**config.mk**
```make
export PLATFORM = sky130hd
export DESIGN_NAME = multicycle_control
export DESIGN_NICKNAME = d
export VERILOG_FILES = /design/src/rtl/multicycle_control_pkg.sv /design/src/rtl/mc_output_decode.sv /design/src/rtl/multicycle_control.sv
export SDC_FILE = /design/constraint.sdc
export NUM_CORES = 1
export LEC_CHECK = 0
export CAP_MARGIN = 25
export CORE_MARGIN = 8
export CORE_UTILIZATION = 53
export CTS_BUF_LIST = sky130_fd_sc_hd__clkbuf_8
export DETAILED_ROUTE_END_ITERATION = 10
export GPL_TIMING_DRIVEN = 0
export PLACE_DENSITY = 0.95
export SLEW_MARGIN = 30
export SYNTH_ARGS = -nofsm -noshare
export SYNTH_HDL_FRONTEND = slang
export SYNTH_HIERARCHICAL = 1
export SYNTH_SLANG_ARGS = --single-unit
export TNS_END_PERCENT = 10
```
**constraint.sdc**
```tcl
create_clock -name iCLK -period 4.7 [get_ports iCLK]
set_clock_uncertainty 0.2 [all_clocks]
set_input_delay 0.94 -clock iCLK [delete_from_list [all_inputs] [get_ports iCLK]]
set_output_delay 0.94 -clock iCLK [all_outputs]
set_load 0.005 [all_outputs]
```
**src/rtl/multicycle_control_pkg.sv**
```systemverilog
// Shared encodings for the multicycle RV32I control unit: opcodes, FSM states,
// datapath select codes and the packed control word passed between modules.
package multicycle_control_pkg;

  localparam logic [6:0] OPC_RTYPE  = 7'b0110011;
  localparam logic [6:0] OPC_OPIMM  = 7'b0010011;
  localparam logic [6:0] OPC_LOAD   = 7'b0000011;
  localparam logic [6:0] OPC_STORE  = 7'b0100011;
  localparam logic [6:0] OPC_BRANCH = 7'b1100011;
  localparam logic [6:0] OPC_JAL    = 7'b1101111;
  localparam logic [6:0] OPC_JALR   = 7'b1100111;
  localparam logic [6:0] OPC_LUI    = 7'b0110111;
  localparam logic [6:0] OPC_AUIPC  = 7'b0010111;

  typedef enum logic [3:0] {
    S_IDLE     = 4'd0,
    S_FETCH    = 4'd1,
    S_DECODE   = 4'd2,
    S_EXEC_R   = 4'd3,
    S_EXEC_I   = 4'd4,
    S_EXEC_U   = 4'd5,
    S_WB_ALU   = 4'd6,
    S_MEM_ADDR = 4'd7,
    S_MEM_RD   = 4'd8,
    S_MEM_WB   = 4'd9,
    S_MEM_WR   = 4'd10,
    S_BRANCH   = 4'd11,
    S_JAL      = 4'd12,
    S_JALR     = 4'd13
  } state_t;

  typedef enum logic [1:0] {M2R_ALUOUT = 2'd0, M2R_MDR  = 2'd1, M2R_PC    = 2'd2} memtoreg_t;
  typedef enum logic [1:0] {SRCA_PC    = 2'd0, SRCA_RS1 = 2'd1, SRCA_ZERO = 2'd2} srca_t;
  typedef enum logic [1:0] {SRCB_RS2   = 2'd0, SRCB_FOUR = 2'd1, SRCB_IMM = 2'd2} srcb_t;
  typedef enum logic [1:0] {ALU_ADD    = 2'd0, ALU_SUB  = 2'd1, ALU_FUNCT = 2'd2} aluop_t;
  typedef enum logic [1:0] {PCS_ALU    = 2'd0, PCS_ALUOUT = 2'd1, PCS_JALR = 2'd2} pcsrc_t;

  typedef struct packed {
    logic      pc_write;
    logic      pc_write_cond;
    logic      iord;
    logic      mem_read;
    logic      mem_write;
    logic      ir_write;
    memtoreg_t memtoreg;
    logic      reg_write;
    srca_t     alu_src_a;
    srcb_t     alu_src_b;
    aluop_t    alu_op;
    pcsrc_t    pc_source;
  } ctrl_t;

  localparam int CTRL_W = $bits(ctrl_t);

endpackage

```
**src/rtl/mc_output_decode.sv**
```systemverilog
// Combinational control-word decode: current state plus memory ready (and the
// opcode, for LUI/AUIPC operand selection) to per-cycle datapath controls.
module mc_output_decode
  import multicycle_control_pkg::*;
(
  input  logic [3:0]        state,
  input  logic [6:0]        opcode,
  input  logic              mem_ready,
  output logic [CTRL_W-1:0] ctrl
);

  ctrl_t c;

  always_comb begin
    // NOTE: every field defaults to 0 before the case, so no state can infer a latch.
    c = '0;
    case (state_t'(state))
      S_FETCH: begin
        c.mem_read  = 1'b1;
        c.alu_src_b = SRCB_FOUR;
        // IR and PC only load on the cycle the memory actually returns the word.
        c.ir_write  = mem_ready;
        c.pc_write  = mem_ready;
      end
      S_DECODE: c.alu_src_b = SRCB_IMM;
      S_EXEC_R: begin
        c.alu_src_a = SRCA_RS1;
        c.alu_op    = ALU_FUNCT;
      end
      S_EXEC_I: begin
        c.alu_src_a = SRCA_RS1;
        c.alu_src_b = SRCB_IMM;
        c.alu_op    = ALU_FUNCT;
      end
      S_EXEC_U: begin
        if (opcode == OPC_LUI) c.alu_src_a = SRCA_ZERO;
        else                   c.alu_src_a = SRCA_PC;
        c.alu_src_b = SRCB_IMM;
      end
      S_WB_ALU: c.reg_write = 1'b1;
      S_MEM_ADDR: begin
        c.alu_src_a = SRCA_RS1;
        c.alu_src_b = SRCB_IMM;
      end
      S_MEM_RD: begin
        c.mem_read = 1'b1;
        c.iord     = 1'b1;
      end
      S_MEM_WB: begin
        c.reg_write = 1'b1;
        c.memtoreg  = M2R_MDR;
      end
      S_MEM_WR: begin
        c.mem_write = 1'b1;
        c.iord      = 1'b1;
      end
      S_BRANCH: begin
        c.alu_src_a     = SRCA_RS1;
        c.alu_op        = ALU_SUB;
        c.pc_write_cond = 1'b1;
        c.pc_source     = PCS_ALUOUT;
      end
      S_JAL: begin
        c.reg_write = 1'b1;
        c.memtoreg  = M2R_PC;
        c.pc_write  = 1'b1;
        c.pc_source = PCS_ALUOUT;
      end
      S_JALR: begin
        c.alu_src_a = SRCA_RS1;
        c.alu_src_b = SRCB_IMM;
        c.reg_write = 1'b1;
        c.memtoreg  = M2R_PC;
        c.pc_write  = 1'b1;
        c.pc_source = PCS_JALR;
      end
      default: c = '0;
    endcase
  end

  assign ctrl = c;

endmodule

```
**src/rtl/multicycle_control.sv**
```systemverilog
// Multicycle RV32I main control: FSM sequencing, sticky illegal-opcode flag and
// retired-instruction counter; output decode lives in mc_output_decode.
module multicycle_control
  import multicycle_control_pkg::*;
#(
  parameter bit MEM_HANDSHAKE = 1'b1,
  parameter bit ENABLE_UTYPE  = 1'b1,
  parameter int CNT_W         = 32
) (
  input  logic             iCLK,
  input  logic             iRST_N,
  input  logic [6:0]       iOPCODE,
  input  logic             iMemReady,
  output logic             oPCWrite,
  output logic             oPCWriteCond,
  output logic             oIorD,
  output logic             oMemRead,
  output logic             oMemWrite,
  output logic             oIRWrite,
  output logic [1:0]       oMemtoReg,
  output logic             oRegWrite,
  output logic [1:0]       oALUSrcA,
  output logic [1:0]       oALUSrcB,
  output logic [1:0]       oALUOp,
  output logic [1:0]       oPCSource,
  output logic             oIllegal,
  output logic [3:0]       oState,
  output logic [CNT_W-1:0] oInstret
);

  state_t            state, state_nxt;
  logic              ready;
  logic              retire;
  logic              bad_opc;
  logic              illegal;
  logic [CNT_W-1:0]  instret;
  logic [CTRL_W-1:0] ctrl_bits;
  ctrl_t             ctrl;

  assign ready = MEM_HANDSHAKE ? iMemReady : 1'b1;

  always_comb begin
    state_nxt = state;
    retire    = 1'b0;
    bad_opc   = 1'b0;
    case (state)
      S_IDLE:  state_nxt = S_FETCH;
      S_FETCH: if (ready) state_nxt = S_DECODE;
      S_DECODE: begin
        case (iOPCODE)
          OPC_RTYPE:           state_nxt = S_EXEC_R;
          OPC_OPIMM:           state_nxt = S_EXEC_I;
          OPC_LOAD, OPC_STORE: state_nxt = S_MEM_ADDR;
          OPC_BRANCH:          state_nxt = S_BRANCH;
          OPC_JAL:             state_nxt = S_JAL;
          OPC_JALR:            state_nxt = S_JALR;
          OPC_LUI, OPC_AUIPC: begin
            if (ENABLE_UTYPE) begin
              state_nxt = S_EXEC_U;
            end else begin
              state_nxt = S_FETCH;
              bad_opc   = 1'b1;
            end
          end
          default: begin
            state_nxt = S_FETCH;
            bad_opc   = 1'b1;
          end
        endcase
      end
      S_EXEC_R, S_EXEC_I, S_EXEC_U: state_nxt = S_WB_ALU;
      S_MEM_ADDR: state_nxt = (iOPCODE == OPC_STORE) ? S_MEM_WR : S_MEM_RD;
      S_MEM_RD:   if (ready) state_nxt = S_MEM_WB;
      S_MEM_WR: begin
        if (ready) begin
          state_nxt = S_FETCH;
          retire    = 1'b1;
        end
      end
      S_WB_ALU, S_MEM_WB, S_BRANCH, S_JAL, S_JALR: begin
        state_nxt = S_FETCH;
        retire    = 1'b1;
      end
      default: state_nxt = S_IDLE;
    endcase
  end

  always_ff @(posedge iCLK or negedge iRST_N) begin
    if (!iRST_N) begin
      state   <= S_IDLE;
      illegal <= 1'b0;
      instret <= '0;
    end else begin
      // NOTE: non-blocking assignments keep every register sampling pre-edge values.
      state <= state_nxt;
      if (bad_opc) illegal <= 1'b1;
      if (retire)  instret <= instret + CNT_W'(1);
    end
  end

  mc_output_decode u_decode (
    .state     (state),
    .opcode    (iOPCODE),
    .mem_ready (ready),
    .ctrl      (ctrl_bits)
  );

  assign ctrl         = ctrl_t'(ctrl_bits);
  assign oPCWrite     = ctrl.pc_write;
  assign oPCWriteCond = ctrl.pc_write_cond;
  assign oIorD        = ctrl.iord;
  assign oMemRead     = ctrl.mem_read;
  assign oMemWrite    = ctrl.mem_write;
  assign oIRWrite     = ctrl.ir_write;
  assign oMemtoReg    = ctrl.memtoreg;
  assign oRegWrite    = ctrl.reg_write;
  assign oALUSrcA     = ctrl.alu_src_a;
  assign oALUSrcB     = ctrl.alu_src_b;
  assign oALUOp       = ctrl.alu_op;
  assign oPCSource    = ctrl.pc_source;
  assign oIllegal     = illegal;
  assign oState       = state;
  assign oInstret     = instret;

endmodule

```
== Yosys cells after proc, flatten, opt, wreduce, memory -nomap -nowiden ==
Cells that the tools add are included.

* Logic and storage cells: 68
* Register bits: 37
* Output and inout port bits: 54
* Input bits: 10

* Muxes and demuxes: 23
* Add/sub/neg operators: 1
* Reduce and logical (&&, ||, !) cells: 16
* Equality and inequality tests: 25

{| class="wikitable"
|+ Operators with widths
! operator !! number
|-
| $pmux W4 S7 || 2
|-
| $add A32 B1 Y32 const B || 1
|-
| $eq A4 B4 Y1 const B || 6
|-
| $eq A7 B6 Y1 const B || 3
|-
| $eq A7 B7 Y1 const B || 3
|-
| $pmux W2 S2 || 5
|-
| $eq A4 B3 Y1 const B || 4
|-
| $reduce_or A5 Y1 || 3
|-
| $eq A7 B5 Y1 const B || 2
|-
| $reduce_or A2 Y1 || 7
|-
| $mux W4 || 3
|-
| $mux W1 || 9
|-
| $reduce_or A9 Y1 || 1
|-
| $eq A4 B2 Y1 const B || 2
|-
| $eq A7 B2 Y1 const B || 1
|-
| $ne A2 B2 Y1 const B || 3
|-
| $reduce_or A6 Y1 || 1
|-
| $eq A4 B1 Y1 const B || 1
|-
| $logic_not A4 Y1 || 1
|-
| $mux W2 || 2
|-
| $pmux W1 S2 || 2
|-
| $reduce_or A4 Y1 || 1
|-
| $reduce_and A3 Y1 || 1
|-
| $reduce_or A3 Y1 || 1
|}

== Longest topological paths before layout ==
Gate-level depths: netlist (run 1).

* Depth after elaboration: 4
* Depth in mapped cells: 7
* Mapped depth without buffers: 5

== Hierarchy ==
Netlist (run 1), hierarchy kept.

{| class="wikitable"
|+ Modules (own cells, without submodules)
! module !! cells an instance !! sequential area each (sq um) !! area an instance (sq um) !! times used
|-
| multicycle_control || 195 || 925.9 || 2020.7 || 1
|-
| mc_output_decode || 38 || 0.0 || 264.0 || 1
|}

== Least setup slack after synthesis (run 1) ==
Ideal clock, no wire load.

* Path type: input to output
* From: input port iOPCODE[6]
* To: output port oALUSrcA[1]
* Path buffers: 0
* Arrival: 1.606 ns
* Stages on the path: 2
* Setup slack: 1.954 ns
* Required time: 3.560 ns
* Path through: or4b_1 > nor3_1

* Cells in the longest elaborated chain, start to end: 3

{| class="wikitable"
|+ Ends and longest elaborated chain
! what !! line !! source
|-
| from (decl) || multicycle_control.sv:12 || <nowiki>input logic [6:0] iOPCODE,</nowiki>
|-
| $eq A7 B6 Y1 || mc_output_decode.sv:36 || <nowiki>if (opcode == OPC_LUI) c.alu_src_a = SRCA_ZERO;</nowiki>
|-
| $mux W2 || mc_output_decode.sv:36 ||
|-
| $pmux W2 S2 || mc_output_decode.sv:17 || <nowiki>case (state_t'(state))</nowiki>
|-
| to (decl) || multicycle_control.sv:22 || <nowiki>output logic [1:0] oALUSrcA,</nowiki>
|}

No other way between the ends.

== Worst setup path in the final report (run 1) ==
Same ends and word-level chain as after synthesis.

==> impl_metrics.json, run 1 <==
{
  "instances_no_fill": 357,
  "status": "finished, final reports clean",
  "p_sw_mw": 0.4416,
  "fmax_ghz": 0.2729,
  "grt_overflow": 0,
  "syn_inst": 233,
  "netSwitchingFraction_pct": 34.32,
  "critPathMostFrequentCell": "clkdlybuf4s50_1",
  "min_to": "oIllegal",
  "cts_buffers": 5,
  "drt_iter0_drc": 75,
  "cts_resized": 0,
  "synth_cell_types": 55,
  "finalCriticalPeriod_ps": 3664,
  "slowest_delay_ps": 530,
  "drive_gt1_share_pct": 10.82,
  "finalNetCount": 315,
  "synth_seq_cells": 37,
  "die_w_um": 81.66,
  "start_util_pct": 53.58,
  "synth_fp_nets": 244,
  "hold_violations": 0,
  "vias": 2040,
  "ant_nets": 0,
  "slew_violations": 0,
  "fillCellCount": 318,
  "finalSetupViolCount": 0,
  "die_h_um": 81.66,
  "worst_ir_drop_vdd_uv": 291.9,
  "dpl.cell_count": 349,
  "holdPathStages": 1,
  "hp-class": "reg2reg",
  "io_buffers": 63,
  "p_clk_share_pct": 22.2,
  "mostFrequentLayoutCell": "clkdlybuf4s50_1",
  "max_slew_margin_pct": 68.28,
  "drt_first_pass_iters": 4,
  "gp_congestion": 0.7975,
  "core_sq_mm": 0.004264,
  "async_flop_share_pct": 100.0,
  "finalSetupTns_ps": 0,
  "reg2reg_depth": 6,
  "regToRegEndpoint": "oInstret[25]",
  "synth_area_leader_cell": "dfrtp_1",
  "gr-usage-all-layers_pct": 18.19,
  "p_per_area_mw_per_mm2": 412.1,
  "p_int_mw": 0.8454,
  "grt_antenna_before_repair": 0,
  "worstMarginPinSlew_ps": 471.5,
  "cts_tree": "yes",
  "rr_startpoint": "oState[1]",
  "rows": 24,
  "holdCritStartpoint": "oIllegal",
  "clk_latency_ps": 300,
  "power.share.sequential_pct": 32.3,
  "cts_root_buf": "clkbuf_8",
  "synth_top_area_share_pct": 40.53,
  "avgSynthCellArea_sq_um": 9.806,
  "io-pin-count": 64,
  "drv_cap": 0,
  "area_delta_synth_final_pct": 36.69,
  "num_antenna_cells": 0,
  "setup.worst_path.end_class": "output pin",
  "h-tree-depth": 2,
  "cp.arrival_ps": 2520,
  "cts_hold_buf": 0,
  "clk_path_buf_depth": 2,
  "crit_path_max_fanout": 2,
  "wire_per_inst_um": 16.35,
  "synthesis.area_sq_mm": 0.002285,
  "yosys_warnings": 6,
  "fp.dieArea_sq_mm": 0.006668,
  "cp-start-kind": "input pin",
  "grt_max_degree": 26,
  "mostFrequentLayoutCells": "62 x clkdlybuf4s50_1, 37 x dfrtp_1, 19 x xnor2_1",
  "crit_slowest_cell": "clkdlybuf4s50_1",
  "cts.sinks": 37,
  "yosysSeqAreaShare_pct": 40.53,
  "synth_edf_count": 0,
  "post-cts-setup-buffer-count": 0,
  "drc_errors": 0,
  "place_hpwl_um": 4288,
  "crit_family": "buffers and inverters",
  "p_comb_share_pct": 45.5,
  "grt_pass1_vias": 2024,
  "vias_per_cell": 5.714,
  "synth-main-ff-cell": "dfrtp_1",
  "path_clk_slew_ps": 70,
  "grt_pass1_wl_um": 9542,
  "crit_buf_inv": 2,
  "rsz0062_at_grt": "false",
  "crit_chain": "clkdlybuf4s50_1 > or4b_1 > nor3_1 > clkdlybuf4s50_1",
  "synth_area_leaders": "dfrtp_1 41%, xnor2_1 7.3%, xor2_1 5.4%, nand2_1 2.5%, nand4_1 2.5%",
  "routed_wl_um": 5838,
  "r2r_slack_ps": 2510,
  "cellLeakagePower_nw": 1.329,
  "cp.required_ps": 3560,
  "period_share_pct": 77.97,
  "crit_type": "in2out"
}
flip-flops by register name, indices dropped and copies added, names as in the netlist:
| name | count |
|---|---|
| oState | 4 |
| oInstret | 32 |
| oIllegal | 1 |
worst max-delay path by stage:
| stage | startpoint | depth (start not counted) | to |
|---|---|---|---|
| floorplan | iOPCODE[6] | 2 | oALUSrcA[1] |
| global placement | iOPCODE[6] | 4 | oALUSrcA[1] |
| detailed placement | iOPCODE[6] | 4 | oALUSrcA[1] |
| CTS | iOPCODE[6] | 4 | oALUSrcA[1] |
| global route | iOPCODE[6] | 4 | oALUSrcA[1] |
| finish | iOPCODE[6] | 4 | oALUSrcA[1] |
worst register-to-register path: cells and delay by family (launching register included):
kind	cells	cell delay, ps
DFF	1	520
buffers and inverters	1	280
xor gates and xnor gates	1	160
AOI/OAI and AO/OA	2	680
and+or+nand+nor	2	250
power by group through the flow:
| stage | clock network (mW) | registers [mW] | logic (mW) |
|---|---|---|---|
| final | 0.286 | 0.416 | 0.585 |
| after global routing | 0.304 | 0.425 | 0.641 |
| after CTS | 0.290 | 0.417 | 0.591 |
| after detailed placement | 0 | 0.422 | 0.588 |
| after global placement | 0 | 0.421 | 0.568 |
| after floorplan | 0 | 0.411 | 0.340 |
through the flow:
step	hold slack (ps)	util, %	power (mW)	instance area [sq um]	setup WS, ps
final	275.5	73.24	1.287	3123	1036
after global routing	304.1	73.24	1.370	3123	1015
after CTS	283.3	73.24	1.298	3123	1022
after detailed placement	271.0	70.42	1.010	3003	1019
after global placement	268.5	69.89	0.9884	2980	1036
after floorplan	265.0	-	0.7515	2285	1954
cells by family (layout without fill, tap and decap cells):
kind of cell	Yosys count	in the layout	synth area share (%)
xor+xnor	33	33	12.65
compound gates	35	35	12.71
fa+ha+maj	1	1	0.5476
flops	37	37	40.53
mux	1	1	0.4928
simple gates	104	104	28.31
buf+inv	22	94	4.765
final cells by class:
cell class	instances	area [sq um]	share of cell area (%)
clock inverters	2	37.54	1.202
flip-flops and latches	37	925.9	29.65
clock buffers	6	82.58	2.644
repair buffers	64	653.1	20.91
plain buffers	12	71.32	2.284
well taps	52	65.06	2.083
inverters	10	37.54	1.202
multi-input cells	174	1250	40.02
cells in the mapped netlist, types with 3 or more instances:
| library cell | number |
|---|---|
| nor3_1 | 11 |
| and3_1 | 4 |
| inv_1 | 10 |
| or4b_1 | 4 |
| buf_2 | 6 |
| nand4b_1 | 3 |
| and4_1 | 4 |
| nand2_1 | 15 |
| nand3_1 | 9 |
| nand4_1 | 9 |
| nor2_1 | 14 |
| o21ai_0 | 3 |
| dfrtp_1 | 37 |
| buf_4 | 3 |
| and2_1 | 3 |
| xor2_1 | 14 |
| nor2b_1 | 5 |
| a21oi_1 | 10 |
| xnor2_1 | 19 |
| nand2b_1 | 5 |
routing by layer:
layer,global-route usage (%),wire (um),up-vias
met5,0,0,-
met4,7.895,121,0
met3,5.033,439,10
met2,31.82,2950,68
met1,20.28,2327,982
li1,-,-,980
No activity file was read; power rests on OpenSTA's default activity.
==> run 2: changes to the inputs <==
--- a/config.mk
+++ b/config.mk
@@ -7,7 +7,7 @@
 export LEC_CHECK = 0
 export CAP_MARGIN = 25
 export CORE_MARGIN = 8
-export CORE_UTILIZATION = 53
+export CORE_UTILIZATION = 50
 export CTS_BUF_LIST = sky130_fd_sc_hd__clkbuf_8
 export DETAILED_ROUTE_END_ITERATION = 10
 export GPL_TIMING_DRIVEN = 0
==> constraint.sdc (replaced) <==
create_clock -name iCLK -period 3.55 [get_ports iCLK]
set_clock_uncertainty 0.2 [all_clocks]
set_input_delay 0.71 -clock iCLK [delete_from_list [all_inputs] [get_ports iCLK]]
set_output_delay 0.71 -clock iCLK [all_outputs]
set_load 0.005 [all_outputs]
==> impl_metrics.json, run 2 (synthesized netlist as in run 1, its figures left out) <==
{
  "status": "finished, final reports clean",
  "crit_slowest_cell": "clkdlybuf4s50_1",
  "finalCriticalPeriod_ps": 3188,
  "drt_iter0_drc": 112,
  "finalSetupTns_ps": 0,
  "grt_antenna_before_repair": 0,
  "vias_per_cell": 5.669,
  "crit_chain": "clkdlybuf4s50_1 > or4b_1 > nor3_1 > clkdlybuf4s50_1",
  "drv_cap": 0,
  "period_share_pct": 89.80,
  "cp-start-kind": "input pin",
  "largest_register_ffs": 32,
  "p_per_area_mw_per_mm2": 550.6,
  "die_w_um": 83.60,
  "clk_path_buf_depth": 2,
  "cp.arrival_ps": 2280,
  "cp.required_ps": 2640,
  "place_hpwl_um": 4254,
  "fin_area_sq_mm": 0.003123,
  "area_delta_synth_final_pct": 36.69,
  "rr_startpoint": "oState[1]",
  "ant_nets": 0,
  "clk_latency_ps": 300,
  "fmax_ghz": 0.3137,
  "drc_errors": 0,
  "grt_overflow": 0,
  "fp.dieArea_sq_mm": 0.006988,
  "slowest_delay_ps": 530,
  "finalSetupViolCount": 0,
  "mostFrequentLayoutCell": "clkdlybuf4s50_1",
  "rows": 24,
  "cts_tree": "yes",
  "setup.worst_path.end_class": "output pin",
  "dpl.cell_count": 349,
  "drt_first_pass_iters": 4,
  "cts_buffers": 5,
  "path_clk_slew_ps": 70,
  "cts.sinks": 37,
  "hold_violations": 0,
  "critPathMostFrequentCell": "clkdlybuf4s50_1",
  "grt_pass1_wl_um": 9832,
  "crit_path_max_fanout": 2,
  "reg2reg_depth": 6,
  "worst_ir_drop_vdd_uv": 375.4,
  "cts_root_buf": "clkbuf_8",
  "post-cts-setup-buffer-count": 0,
  "io-pin-count": 64,
  "grt_pass1_vias": 2038,
  "cellLeakagePower_nw": 1.329,
  "finalPower_mw": 1.719,
  "routed_wl_um": 5749,
  "gr-usage-all-layers_pct": 16.74,
  "cts_hold_buf": 0,
  "vias": 2024,
  "worstMarginPinSlew_ps": 466.2,
  "gp_congestion": 0.8530,
  "finalNetCount": 315,
  "grt_max_degree": 22,
  "regToRegEndpoint": "oInstret[25]",
  "wire_per_inst_um": 16.10,
  "io_buffers": 63,
  "slew_violations": 0,
  "rsz0062_at_grt": "false",
  "num_antenna_cells": 0,
  "h-tree-depth": 2,
  "start_util_pct": 52.11,
  "place_area_sq_mm": 0.003003,
  "r2r_slack_ps": 1290,
  "mostFrequentLayoutCells": "62 x clkdlybuf4s50_1, 37 x dfrtp_1, 19 x xnor2_1",
  "max_slew_margin_pct": 68.59,
  "cts_resized": 0,
  "core_sq_mm": 0.004384,
  "crit_type": "in2out",
  "die_h_um": 83.60,
  "hp-class": "in2async",
  "drive_gt1_share_pct": 10.82,
  "instances_no_fill": 357
}
[run 2: cell counts in the layout (fill, tap and decap cells not counted)]
Identical to the previous run, type by type.
[run 2: worst max-delay path: cells and delay by family]
kind	cells	cell delay (ps)
buffers and inverters	2	940
and+or+nand+nor	2	630
[run 2: metal layers]
metal,global-route usage (%),up-vias,share of wire [%]
met4,5.651,0,1.3
met5,0,-,0
met3,5.469,9,6.1
li1,-,985,-
met1,19.40,968,43
met2,28.14,62,50
[run 2: worst max path at each step]
| stage | startpoint | slack (ps) | cells past startpoint | end |
|---|---|---|---|---|
| CTS | iOPCODE[6] | 350 | 4 | oALUSrcA[1] |
| finish | iOPCODE[6] | 360 | 4 | oALUSrcA[1] |
| global placement | iOPCODE[6] | 360 | 4 | oALUSrcA[1] |
| floorplan | iOPCODE[6] | 1260 | 2 | oALUSrcA[1] |
| detailed placement | iOPCODE[6] | 350 | 4 | oALUSrcA[1] |
| global route | iOPCODE[6] | 300 | 4 | oALUSrcA[1] |
[run 2: through the flow]
| step | util [%] | setup slack [ps] | hold WS, ps |
|---|---|---|---|
| after global routing | 71.23 | 304.1 | 164.2 |
| after CTS | 71.23 | 346.1 | 143.5 |
| after floorplan | - | 1264 | 214.4 |
| final | 71.23 | 362.2 | 137.9 |
| after global placement | 67.98 | 358.8 | 251.8 |
| after detailed placement | 68.49 | 354.1 | 257.8 |
[run 2: report_power, final]
group | internal (mW) | leakage [nW] | switching [mW] | total (mW)
clock network | 0.228 | 0.0574 | 0.156 | 0.384
logic | 0.422 | 0.805 | 0.357 | 0.779
registers | 0.469 | 0.467 | 0.0869 | 0.556
[run 2: cell type report]
cell class | instances | area (sq um)
clock inverters | 2 | 37.54
fillers | 342 | 1261
clock buffers | 6 | 82.58
flip-flops and latches | 37 | 925.9
plain buffers | 12 | 71.32
inverters | 10 | 37.54
repair buffers | 64 | 653.1
well taps | 52 | 65.06
multi-input cells | 174 | 1250
==> run 3: changes to the inputs <==
--- a/config.mk
+++ b/config.mk
@@ -12,6 +12,7 @@
 export DETAILED_ROUTE_END_ITERATION = 10
 export GPL_TIMING_DRIVEN = 0
 export PLACE_DENSITY = 0.95
+export SKIP_LAST_GASP = 1
 export SLEW_MARGIN = 30
 export SYNTH_ARGS = -nofsm -noshare
 export SYNTH_HDL_FRONTEND = slang
==> results of run 3 <==
Same layout as run 2: the final DEF is identical, and so are final timing and power.
